File: src/rtl/md_scoreboard_hazard_unit.sv
// Hazard unit for the FD/DX/XM/WB pipeline: load-use stalls, one outstanding
// multi-cycle mult/div tracked IDLE -> BUSY -> DONE, and a saturating stall counter.
module md_scoreboard_hazard_unit #(
    parameter int REG_W          = 5,
    parameter int STATUS_REG     = 30,
    parameter int LINK_REG       = 31,
    parameter int MD_NONBLOCKING = 0,
    parameter int CNT_W          = 16
) (
    input  logic             clock,
    input  logic             reset_n,
    input  logic [31:0]      fd_instr,
    input  logic [31:0]      dx_instr,
    input  logic             flush,
    input  logic             md_ready,
    input  logic             md_exception,
    input  logic             cnt_clear,
    output logic             stall_fd,
    output logic             bubble_dx,
    output logic             md_start,
    output logic             md_wb_valid,
    output logic [REG_W-1:0] md_wb_rd,
    output logic             md_busy,
    output logic [CNT_W-1:0] stall_count,
    output logic [1:0]       dbg_state
);

    localparam logic [4:0] OP_RTYPE = 5'd0;
    localparam logic [4:0] OP_JAL   = 5'd3;
    localparam logic [4:0] OP_BNE   = 5'd2;
    localparam logic [4:0] OP_JR    = 5'd4;
    localparam logic [4:0] OP_ADDI  = 5'd5;
    localparam logic [4:0] OP_BLT   = 5'd6;
    localparam logic [4:0] OP_SW    = 5'd7;
    localparam logic [4:0] OP_LW    = 5'd8;
    localparam logic [4:0] OP_SETX  = 5'd21;
    localparam logic [4:0] OP_BEX   = 5'd22;
    localparam logic [4:0] ALU_MUL  = 5'd6;
    localparam logic [4:0] ALU_DIV  = 5'd7;

    localparam logic [REG_W-1:0] STATUS_IDX = REG_W'(STATUS_REG);
    localparam logic [REG_W-1:0] LINK_IDX   = REG_W'(LINK_REG);

    typedef enum logic [1:0] {
        S_IDLE = 2'd0,
        S_BUSY = 2'd1,
        S_DONE = 2'd2
    } state_t;

    typedef struct packed {
        logic             is_md;
        logic             rd_a_v;
        logic [REG_W-1:0] rd_a;
        logic             rd_b_v;
        logic [REG_W-1:0] rd_b;
        logic             wr_v;
        logic [REG_W-1:0] wr;
    } dec_t;

    // Register-usage decode; register 0 is folded out so it never matches.
    function automatic dec_t decode_instr(input logic [31:0] instr);
        dec_t             d;
        logic [4:0]       op;
        logic [REG_W-1:0] rd;
        logic [REG_W-1:0] rs;
        logic [REG_W-1:0] rt;
        op = instr[31:27];
        rd = instr[22 +: REG_W];
        rs = instr[17 +: REG_W];
        rt = instr[12 +: REG_W];
        d  = '0;
        case (op)
            OP_RTYPE: begin
                d.rd_a_v = 1'b1; d.rd_a = rs;
                d.rd_b_v = 1'b1; d.rd_b = rt;
                d.wr_v   = 1'b1; d.wr   = rd;
                d.is_md  = (instr[6:2] == ALU_MUL) || (instr[6:2] == ALU_DIV);
            end
            OP_ADDI, OP_LW: begin
                d.rd_a_v = 1'b1; d.rd_a = rs;
                d.wr_v   = 1'b1; d.wr   = rd;
            end
            OP_SW: begin
                d.rd_a_v = 1'b1; d.rd_a = rs;
                d.rd_b_v = 1'b1; d.rd_b = rd;
            end
            OP_BNE, OP_BLT: begin
                d.rd_a_v = 1'b1; d.rd_a = rd;
                d.rd_b_v = 1'b1; d.rd_b = rs;
            end
            OP_JR: begin
                d.rd_a_v = 1'b1; d.rd_a = rd;
            end
            OP_BEX: begin
                d.rd_a_v = 1'b1; d.rd_a = STATUS_IDX;
            end
            OP_JAL: begin
                d.wr_v = 1'b1; d.wr = LINK_IDX;
            end
            OP_SETX: begin
                d.wr_v = 1'b1; d.wr = STATUS_IDX;
            end
            default: d = '0;
        endcase
        d.rd_a_v = d.rd_a_v && (d.rd_a != '0);
        d.rd_b_v = d.rd_b_v && (d.rd_b != '0);
        d.wr_v   = d.wr_v && (d.wr != '0);
        return d;
    endfunction

    state_t           r_state;
    state_t           w_state_nxt;
    logic [REG_W-1:0] r_md_rd;
    logic [REG_W-1:0] w_md_rd_nxt;
    logic             r_exc_q;
    logic             w_exc_nxt;
    logic [CNT_W-1:0] r_cnt;

    dec_t             w_fd;
    logic [4:0]       w_dx_op;
    logic [REG_W-1:0] w_dx_rd;
    logic             w_dx_is_lw;
    logic             w_dx_is_md;
    logic             w_load_use;
    logic             w_fd_dep;
    logic             w_pre_stall;
    logic             w_md_start;
    logic             w_wb_valid;
    logic [REG_W-1:0] w_wb_rd;
    logic             w_stall;
    logic             w_unused;

    assign w_fd       = decode_instr(fd_instr);
    assign w_dx_op    = dx_instr[31:27];
    assign w_dx_rd    = dx_instr[22 +: REG_W];
    assign w_dx_is_lw = (w_dx_op == OP_LW);
    assign w_dx_is_md = (w_dx_op == OP_RTYPE) &&
                        ((dx_instr[6:2] == ALU_MUL) || (dx_instr[6:2] == ALU_DIV));

    assign w_unused = ^{dx_instr[21:7], dx_instr[1:0], fd_instr[11:7], fd_instr[1:0]};

    assign w_load_use = w_dx_is_lw && (w_dx_rd != '0) &&
                        ((w_fd.rd_a_v && (w_fd.rd_a == w_dx_rd)) ||
                         (w_fd.rd_b_v && (w_fd.rd_b == w_dx_rd)));

    // Dependents of the in-flight md op: its destination, rstatus (where an
    // exception lands), or a second md competing for the unit.
    assign w_fd_dep = (w_fd.rd_a_v && ((w_fd.rd_a == r_md_rd) || (w_fd.rd_a == STATUS_IDX))) ||
                      (w_fd.rd_b_v && ((w_fd.rd_b == r_md_rd) || (w_fd.rd_b == STATUS_IDX))) ||
                      (w_fd.wr_v   && ((w_fd.wr   == r_md_rd) || (w_fd.wr   == STATUS_IDX))) ||
                      w_fd.is_md;

    always_comb begin
        w_pre_stall = w_load_use;
        if (r_state == S_BUSY) begin
            w_pre_stall = w_pre_stall || ((MD_NONBLOCKING != 0) ? w_fd_dep : 1'b1);
        end
    end

    always_comb begin
        w_state_nxt = r_state;
        w_md_rd_nxt = r_md_rd;
        w_exc_nxt   = r_exc_q;
        w_md_start  = 1'b0;
        w_wb_valid  = 1'b0;
        w_wb_rd     = '0;
        case (r_state)
            S_IDLE: begin
                w_md_start = w_dx_is_md && !flush && !w_pre_stall;
                if (w_md_start) begin
                    w_state_nxt = S_BUSY;
                    w_md_rd_nxt = w_dx_rd;
                end
            end
            S_BUSY: begin
                if (md_ready) begin
                    w_state_nxt = S_DONE;
                    w_exc_nxt   = md_exception;
                end
            end
            S_DONE: begin
                w_wb_valid  = 1'b1;
                w_wb_rd     = r_exc_q ? STATUS_IDX : r_md_rd;
                w_state_nxt = S_IDLE;
            end
            default: w_state_nxt = S_IDLE;
        endcase
    end

    // The blocking mode also freezes the cycle the md op leaves DX.
    assign w_stall = !flush && (w_pre_stall || ((MD_NONBLOCKING == 0) && w_md_start));

    always_ff @(posedge clock or negedge reset_n) begin
        if (!reset_n) begin
            r_state <= S_IDLE;
            r_md_rd <= '0;
            r_exc_q <= 1'b0;
        end else begin
            r_state <= w_state_nxt;
            r_md_rd <= w_md_rd_nxt;
            r_exc_q <= w_exc_nxt;
        end
    end

    always_ff @(posedge clock or negedge reset_n) begin
        if (!reset_n) begin
            r_cnt <= '0;
        end else if (cnt_clear) begin
            r_cnt <= '0;
        end else if (w_stall && (r_cnt != '1)) begin
            r_cnt <= r_cnt + CNT_W'(1);
        end
    end

    // Combinational outputs are forced low while reset is asserted.
    assign stall_fd    = reset_n && w_stall;
    assign bubble_dx   = reset_n && w_stall;
    assign md_start    = reset_n && w_md_start;
    assign md_wb_valid = reset_n && w_wb_valid;
    assign md_wb_rd    = reset_n ? w_wb_rd : '0;
    assign md_busy     = (r_state != S_IDLE);
    assign stall_count = r_cnt;
    assign dbg_state   = r_state;

endmodule

File: config.mk
export PLATFORM = sky130hd
export DESIGN_NAME = md_scoreboard_hazard_unit
export DESIGN_NICKNAME = d
export VERILOG_FILES = /design/src/rtl/md_scoreboard_hazard_unit.sv
export SDC_FILE = /design/constraint.sdc
export NUM_CORES = 1
export LEC_CHECK = 0
export BUFFER_PORTS_ARGS = -buffer_cell sky130_fd_sc_hd__clkbuf_2
export CORE_MARGIN = 4
export CORE_UTILIZATION = 35
export CTS_CLUSTER_DIAMETER = 100
export DETAILED_ROUTE_END_ITERATION = 16
export PLACE_DENSITY = 0.61
export SETUP_SLACK_MARGIN = 0.02
export SYNTH_ARGS = -nofsm -noshare
export SYNTH_HDL_FRONTEND = slang
export SYNTH_SLANG_ARGS = --single-unit
File: constraint.sdc
create_clock -name clock -period 4.17 [get_ports clock]
set_clock_uncertainty 0.05 [all_clocks]
set_input_delay 0.834 -clock clock [delete_from_list [all_inputs] [get_ports clock]]
set_output_delay 0.834 -clock clock [all_outputs]
set_load 0.05 [all_outputs]
==> results of run 1 <==
==> layout by cell type (no fill, tap or decap), types with 3 or more instances in the layout <==
cell       n
clkbuf_2  67
a21oi_1   26
dfrtp_1   24
nor2_1    13
and3_1    13
o31ai_1   13
or4_1     12
nand2_1    9
nand3_1    8
inv_1      6
o21ai_0    6
or3_1      5
o21ai_1    5
nor2b_1    5
mux2_2     5
nor4_1     4
and2_1     4
xnor2_1    3
nand2b_1   3
nand4_1    3
clkbuf_8   3
buf_4      3
==> routing by layer <==
layer / global-route usage [%] / vias to the layer above / part of all wire, %
met1: 20.9 / 909 / 49
li1: - / 1009 / -
met5: 0 / - / 0
met2: 24.6 / 40 / 46
met4: 3.12 / 0 / 0.56
met3: 1.79 / 2 / 3.8
==> state kept, by name (all words and copies together) (netlist names) <==
name,count
dbg_state,2
r_md_rd,5
r_exc_q,1
stall_count,16
==> per-stage QoR <==
stage | area (sq um) | setup slack [ps] | total power [mW] | instances | util [%]
floorplan | 1970 | 80.6 | 0.291 | 229 | -
global placement | 2320 | 432 | 0.328 | 356 | 42.5
detailed placement | 2320 | 459 | 0.329 | 356 | 42.5
CTS | 2360 | 465 | 0.460 | 359 | 43.2
global route | 2360 | 311 | 0.483 | 359 | 43.2
finish | 2360 | 430 | 0.455 | 359 | 43.2
==> power by group <==
group / total, mW / switching (mW) / internal, mW
combinational: 0.0866 / 0.0483 / 0.0383
sequential: 0.237 / 0.00218 / 0.235
clock: 0.132 / 0.0676 / 0.0643
total: 0.455 / 0.118 / 0.337
==> layout make-up <==
cell class              instances  share of cell area (%)
inverters                       6                   0.952
well taps                      72                    3.81
multi-input cells             184                    53.0
repair buffers                 70                    15.1
clock buffers                   3                    1.75
flip-flops and latches         24                    25.4
==> logic make-up after synthesis <==
| logic type | count (synthesis) | share of synthesized area, % |
|---|---|---|
| mux | 6 | 3.44 |
| simple gates | 99 | 32.5 |
| xor+xnor | 4 | 1.78 |
| compound gates | 74 | 25.2 |
| flops | 24 | 30.6 |
| fa+ha+maj | 1 | 0.637 |
| buf+inv | 21 | 5.80 |
==> critical path, delay by kind of cell <==
kind            cells  cell delay [ps]
compound gates      4              720
buf+inv             2              510
simple gates        3              780
==> worst min-delay path by stage <==
stage | startpoint | endpoint | slack (ps) | cells after the start
final | reset_n | stall_count[0]$_DFFE_PN0P_ | 430 | 1
after CTS | reset_n | stall_count[0]$_DFFE_PN0P_ | 440 | 1
after global placement | r_md_rd[4]$_DFFE_PN0P_ | r_md_rd[4]$_DFFE_PN0P_ | 410 | 2
after floorplan | r_md_rd[4]$_DFFE_PN0P_ | r_md_rd[4]$_DFFE_PN0P_ | 400 | 2
after global routing | reset_n | stall_count[3]$_DFFE_PN0P_ | 440 | 1
after detailed placement | r_md_rd[4]$_DFFE_PN0P_ | r_md_rd[4]$_DFFE_PN0P_ | 420 | 2
==> run summary, run 1 <==
P&R area growth vs syn: 20.4%
CP Data Arrival Time: 2860 ps
1st-iter DRT viols: 96
Initial DRT Pass Iterations: 4
Critical path endpoint: bubble_dx
Critical Path, Cell by Cell: clkbuf_2 > nor3b_4 > o21ai_0 > and3_1 > a211oi_1 > a41o_1 > a21oi_2 > nor2b_2 > clkbuf_2
First-pass GRT wire length: 8.86 mm
Final Max Tran Viols: 0
Final Wtd Congestion: 0.807
Total wire length: 5.15 mm
Reg-to-Reg End: stall_count[12]$_DFFE_PN0P_
Worst R2R Path Depth: 9
Final hold vios: 0
Core Footprint: 5470 sq um
Max Clk Rate: 0.267 GHz
Share of layout cells above drive strength 1: 31.4%
Number of antenna violations at the first check in global routing: 0
Clk sink count: 24
Area of the multi-input gates: 1250 sq um
# nets final: 360
CTS tree: yes
Critical path class: in -> out
Via count: 1960
Post-DRT Antenna Nets: 0
HP Class: in -> async
Clk_lat worst skew: 260 ps
Synth Instances: 229
Via density: 5.46
GRT Total Usage: 14.9%
Worst Max-Slew Pin Slew: 820 ps
Clock Tree Buf Depth: 2
Critical-path maximum fanout: 9
Reg-to-reg critical path startpoint: dbg_state[1]$_DFFE_PN0P_
N_diodes: 0
Seq/Total Area, Yosys: 30.6%
Fillers: 577
Largest net degree at the start of global routing: 32
Crit path largest cell delay: 370 ps
Main flop type after synthesis: dfrtp_1
Setup crit end kind: output port
Post-CTS Setup Inserts: 0
Die span in x: 82.9 microns
PwrDens: 193 nW/um^2
Root Buffer: clkbuf_8
H-Tree Level Count: 1
Clk slew on worst S/H paths: 80 ps
P_leak: 1.08 nW
Top cells by count, synth: 26 x a21oi_1, 24 x dfrtp_1, 13 x and3_1, 13 x nor2_1, 13 x o31ai_1
GRT overflow: 0
Total Die Area: 6870 sq um
Worst slew margin: 45.3%
Die Y: 82.9 microns
Tcrit/Tclk final: 89.7%
Detail Placement HPWL: 3.99 mm
DRC Markers: 0
RSZ-0062 raised after global routing: no
Most common cell in the netlist: a21oi_1
CP Launch Point: fd_instr[28]
Slowest CP cell: nor3b_4
Status: completed
IO Pins: 98
Share of the synthesized area in the top cell type: 30.6%
Num CTS Buffers: 3
Synthesized area per cell: 8.58 sq um
Hold Slack: 425 ps
Port Buffers: 67
Crit path launch type: primary input
Worst path required time: 3290 ps
Max Cap Viol: 0
Post-CTS sizing: 0
Yosys reg bits: 24
Initial Utilization: 35.9%
# hold bufs at CTS: 0
Standard-cell rows: 27
Final setup viols: 0
Asr flop ratio synth: 100%
Most Frequent Cell on Critical Path: clkbuf_2
Vias in the first global route: 1860
Max VDD drop: 122 uV
Dominant cells by area after synthesis: dfrtp_1 31%, a21oi_1 6.6%, o31ai_1 5.0%
R2r setup slk: 1330 ps
Synth area leader: dfrtp_1
Mapped cell area: 1960 sq um
Drt wl/cell: 14.3 microns
YS warnings: 0
Mapped Nets: 300
Post-synth EDFFs: 0
FF/Latch Area: 601 sq um
Final min period: 3740 ps
Setup TNS: 0 ps
Unique masters post-synth: 59
Note: power is estimated with default switching activity, not from simulation.
==> run 2: changes to the inputs <==
--- a/config.mk
+++ b/config.mk
@@ -5,12 +5,13 @@
 export SDC_FILE = /design/constraint.sdc
 export NUM_CORES = 1
 export LEC_CHECK = 0
-export BUFFER_PORTS_ARGS = -buffer_cell sky130_fd_sc_hd__clkbuf_2
+export ABC_CLOCK_PERIOD_IN_PS = 4170
 export CORE_MARGIN = 4
 export CORE_UTILIZATION = 35
 export CTS_CLUSTER_DIAMETER = 100
 export DETAILED_ROUTE_END_ITERATION = 16
-export PLACE_DENSITY = 0.61
+export DONT_BUFFER_PORTS = 1
+export PLACE_DENSITY = 0.46
 export SETUP_SLACK_MARGIN = 0.02
 export SYNTH_ARGS = -nofsm -noshare
 export SYNTH_HDL_FRONTEND = slang
==> run summary, run 2 (synthesis results as in run 1) <==
Status: completed
CP Launch Point: dbg_state[0]$_DFFE_PN0P_
# hold bufs at CTS: 0
N_diodes: 0
Post-DRT Antenna Nets: 0
Clk sink count: 24
Clock Tree Buf Depth: 2
Vias in the first global route: 1743
CTS tree: yes
Worst slew margin: 40.3%
Tcrit/Tclk final: 89.7%
GRT Total Usage: 15.3%
Max Cap Viol: 0
Final min period: 3740 ps
DRC Markers: 0
Int Power: 0.344 mW
Net Sw Power: 0.0991 mW
Final hold vios: 0
Core Footprint: 5470 sq um
Worst path required time: 3290 ps
Port Buffers: 0
Clock Power Share: 36.3%
Flop pwr share: 53.5%
First-pass GRT wire length: 8.85 mm
HP Class: in -> async
Reg-to-Reg End: stall_count[12]$_DFFE_PN0P_
Max VDD drop: 129 uV
Final Max Tran Viols: 0
Post-CTS Setup Inserts: 0
Clk slew on worst S/H paths: 90 ps
Largest net degree at the start of global routing: 32
Standard-cell rows: 27
Critical path endpoint: bubble_dx
# nets final: 294
Critical path class: reg -> out
RSZ-0062 raised after global routing: no
Max Clk Rate: 0.267 GHz
Detail Placement HPWL: 4.06 mm
Via count: 1814
Max reg flops: 16
Area of the multi-input gates: 1260 sq um
Clk_lat worst skew: 270 ps
Design Area, Final: 2060 sq um
Die Y: 82.9 microns
Via density: 6.17
Post-CTS sizing: 0
Drt wl/cell: 18.1 microns
Final setup viols: 0
Reg-to-reg critical path startpoint: dbg_state[0]$_DFFE_PN0P_
Placed cell areas: 2000 sq um
Total Die Area: 6870 sq um
CP Data Arrival Time: 2850 ps
PwrDens: 216 nW/um^2
R2r setup slk: 940 ps
Leading cell type in the layout, fill and taps excluded: a21oi_1
Commonest non-fill, non-tap cells in the layout: 26 x a21oi_1, 24 x dfrtp_1, 13 x nor2_1, 13 x and3_1, 13 x o31ai_1
Root Buffer: clkbuf_8
Worst R2R Path Depth: 10
Worst Max-Slew Pin Slew: 892 ps
Die span in x: 82.9 microns
Logic pwr share: 10.3%
IO Pins: 98
Sw Share: 22.4%
Num CTS Buffers: 3
H-Tree Level Count: 1
Critical-path maximum fanout: 8
Core Util, Final: 37.6%
Initial Utilization: 35.9%
P&R area growth vs syn: 4.65%
Setup TNS: 0 ps
1st-iter DRT viols: 72
Final Wtd Congestion: 0.874
Initial DRT Pass Iterations: 5
Setup crit end kind: output port
Fillers: 593
P_leak: 0.799 nW
Total wire length: 5.31 mm
Share of layout cells above drive strength 1: 11.7%
Number of antenna violations at the first check in global routing: 0
FF/Latch Area: 601 sq um
Crit path launch type: flop
GRT overflow: 0
[run 2: area by class of cell]
class	instances	share of cell area, %
Clock buffer	4	2.68
Multi-Input combinational cell	184	61.2
Timing Repair Buffer	4	1.46
Sequential cell	24	29.2
Tap cell	72	4.38
Inverter	6	1.10
[run 2: critical path, cell delays in order, from the launching register on]
cell,delay (ps)
dfrtp_1,370
buf_4,190
or2_1,430
nor4_1,470
nand2_1,290
a21oi_1,230
a41o_1,130
a21oi_2,50
nor2b_2,120
buf_4,290
[run 2: power groups by stage]
| stage | sequential, mW | combinational [mW] | clock [mW] |
|---|---|---|---|
| finish | 0.237 | 0.0454 | 0.161 |
| global route | 0.238 | 0.0507 | 0.180 |
| global placement | 0.242 | 0.0445 | 0 |
| CTS | 0.237 | 0.0456 | 0.169 |
| floorplan | 0.241 | 0.0493 | 0 |
| detailed placement | 0.242 | 0.0455 | 0 |
[run 2: routing by layer]
| layer | global-route usage [%] | share of wire [%] | vias to the layer above |
|---|---|---|---|
| met2 | 24.1 | 47 | 59 |
| li1 | - | - | 880 |
| met1 | 19.6 | 43 | 869 |
| met3 | 4.96 | 8.0 | 6 |
| met4 | 5.35 | 1.7 | 0 |
| met5 | 0 | 0 | - |
[run 2: worst min path at each step]
stage,cells past startpoint,slack (ps),from,endpoint
floorplan,2,400,r_md_rd[4]$_DFFE_PN0P_,r_md_rd[4]$_DFFE_PN0P_
global placement,2,430,r_md_rd[4]$_DFFE_PN0P_,r_md_rd[4]$_DFFE_PN0P_
detailed placement,2,440,r_md_rd[4]$_DFFE_PN0P_,r_md_rd[4]$_DFFE_PN0P_
CTS,0,180,reset_n,stall_count[12]$_DFFE_PN0P_
global route,0,170,reset_n,stall_count[12]$_DFFE_PN0P_
finish,0,190,reset_n,stall_count[12]$_DFFE_PN0P_
[run 2: through the flow]
step	power [mW]	instances	hold WS, ps	worst slack, ps
final	0.443	294	193	432
after floorplan	0.291	229	401	80.6
after global placement	0.286	290	429	718
after global routing	0.469	294	173	244
after detailed placement	0.287	290	444	701
after CTS	0.452	294	184	387
==> run 3: changes to the inputs <==
--- a/config.mk
+++ b/config.mk
@@ -6,12 +6,12 @@
 export NUM_CORES = 1
 export LEC_CHECK = 0
 export ABC_CLOCK_PERIOD_IN_PS = 4170
-export CORE_MARGIN = 4
 export CORE_UTILIZATION = 35
 export CTS_CLUSTER_DIAMETER = 100
 export DETAILED_ROUTE_END_ITERATION = 16
 export DONT_BUFFER_PORTS = 1
 export PLACE_DENSITY = 0.46
+export REMOVE_ABC_BUFFERS = 1
 export SETUP_SLACK_MARGIN = 0.02
 export SYNTH_ARGS = -nofsm -noshare
 export SYNTH_HDL_FRONTEND = slang
==> run summary, run 3 (synthesis results as in run 1) <==
Core Footprint: 5270 sq um
Worst slew margin: 39.8%
Num CTS Buffers: 3
Clk slew on worst S/H paths: 90 ps
PwrDens: 235 nW/um^2
Net Sw Power: 0.0983 mW
# nets final: 294
P&R area growth vs syn: 5.35%
Critical path endpoint: bubble_dx
DRC Markers: 0
Leading cell type in the layout, fill and taps excluded: a21oi_1
Non-filler cells in the finished layout: 292
Slowest CP cell: nor4_1
Reg-to-reg critical path startpoint: dbg_state[1]$_DFFE_PN0P_
Flop pwr share: 48.8%
Vias in the first global route: 1797
Tcrit/Tclk final: 84.1%
CP Data Arrival Time: 2620 ps
1st-iter DRT viols: 82
Share of layout cells above drive strength 1: 11.7%
Clk sink count: 24
Largest net degree at the start of global routing: 32
Worst R2R Path Depth: 9
Post-CTS Setup Inserts: 0
Final hold vios: 0
Drt wl/cell: 18.2 microns
Total chip power: 0.486 mW
Reg-to-Reg End: stall_count[3]$_DFFE_PN0P_
Post-DRT Antenna Nets: 0
Logic pwr share: 9.4%
Critical Path, Cell by Cell: or2_1 > nor4_1 > nand2_1 > a21oi_1 > a41o_1 > a21oi_2 > nor2b_2 > buf_4
Clk_lat worst skew: 260 ps
Total Die Area: 5920 sq um
CP Launch Point: dbg_state[1]$_DFFE_PN0P_
Post-CTS sizing: 0
Critical-path maximum fanout: 8
N_diodes: 0
Crit path largest cell delay: 450 ps
HP Class: in -> async
Root Buffer: clkbuf_8
Max VDD drop: 108 uV
Post-Place Cells: 288
IO Pins: 98
Hold Slack: 202 ps
Crit path launch type: flop
Sw Share: 20.2%
GRT Total Usage: 18.1%
Clock Power Share: 41.8%
Worst Max-Slew Pin Slew: 900 ps
H-Tree Level Count: 1
Initial DRT Pass Iterations: 4
R2r setup slk: 1140 ps
Standard-cell rows: 26
Commonest non-fill, non-tap cells in the layout: 26 x a21oi_1, 24 x dfrtp_1, 13 x nor2_1, 13 x and3_1, 13 x o31ai_1
Int Power: 0.388 mW
Total wire length: 5.30 mm
Worst path required time: 3290 ps
Setup crit end kind: output port
Die Y: 76.9 microns
Die span in x: 76.9 microns
P_leak: 0.806 nW
Final min period: 3510 ps
Max reg flops: 16
Final setup viols: 0
Max Cap Viol: 0
Final Max Tran Viols: 0
First-pass GRT wire length: 8.76 mm
Initial Utilization: 37.3%
CTS tree: yes
Critical path class: reg -> out
RSZ-0062 raised after global routing: no
# hold bufs at CTS: 0
Port Buffers: 0
Via count: 1840
GRT overflow: 0
Via density: 6.30
Detail Placement HPWL: 3.97 mm
Max Clk Rate: 0.285 GHz
Final Wtd Congestion: 0.843
Clock Tree Buf Depth: 2
Status: completed
Number of antenna violations at the first check in global routing: 0
run 3: worst max-delay path, delay by kind of cell (launching register included):
family | cells | cell delay (ps)
AOI/OAI and AO/OA | 3 | 410
DFF | 1 | 380
buffers and inverters | 1 | 290
and+or+nand+nor | 4 | 1280
run 3: how the worst min path moves through the flow:
| stage | cells after the start | endpoint | start | slack, ps |
|---|---|---|---|---|
| floorplan | 2 | r_md_rd[4]$_DFFE_PN0P_ | r_md_rd[4]$_DFFE_PN0P_ | 400 |
| global placement | 2 | r_md_rd[4]$_DFFE_PN0P_ | r_md_rd[4]$_DFFE_PN0P_ | 420 |
| detailed placement | 2 | r_md_rd[4]$_DFFE_PN0P_ | r_md_rd[4]$_DFFE_PN0P_ | 430 |
| CTS | 0 | stall_count[12]$_DFFE_PN0P_ | reset_n | 190 |
| global route | 0 | stall_count[3]$_DFFE_PN0P_ | reset_n | 180 |
| finish | 0 | stall_count[12]$_DFFE_PN0P_ | reset_n | 200 |
run 3: power groups by stage:
stage	clock network, mW	registers (mW)	logic [mW]
after floorplan	0	0.241	0.0389
after global placement	0	0.242	0.0446
after detailed placement	0	0.242	0.0453
after CTS	0.210	0.237	0.0456
after global routing	0.221	0.238	0.0507
final	0.203	0.237	0.0457
run 3: cell type report:
class / instances / area [sq um]
Clock inverter: 1 / 30.0
Fill cell: 568 / 3200
Sequential cell: 24 / 601
Multi-Input combinational cell: 184 / 1260
Timing Repair Buffer: 4 / 30.0
Clock buffer: 3 / 41.3
Inverter: 6 / 22.5
Tap cell: 70 / 87.6
run 3: per-layer routing:
metal	GRT usage [%]	part of all wire (%)	vias to the layer above
met2	29.4	48	74
met1	23.8	44	887
li1	-	-	875
met3	4.76	7.7	4
met5	0	0	-
met4	4.42	0.79	0
run 3: per-stage QoR:
| step | setup WS [ps] | utilization, % | setup TNS, ps | cell area [sq um] |
|---|---|---|---|---|
| 3_3_place_gp | 747 | 37.9 | 0 | 2000 |
| 3_5_place_dp | 729 | 37.9 | 0 | 2000 |
| 5_1_grt | 341 | 39.3 | 0 | 2070 |
| 4_1_cts | 610 | 39.3 | 0 | 2070 |
| 2_1_floorplan | -258 | - | -515 | 1870 |
| 6_report | 663 | 39.3 | 0 | 2070 |
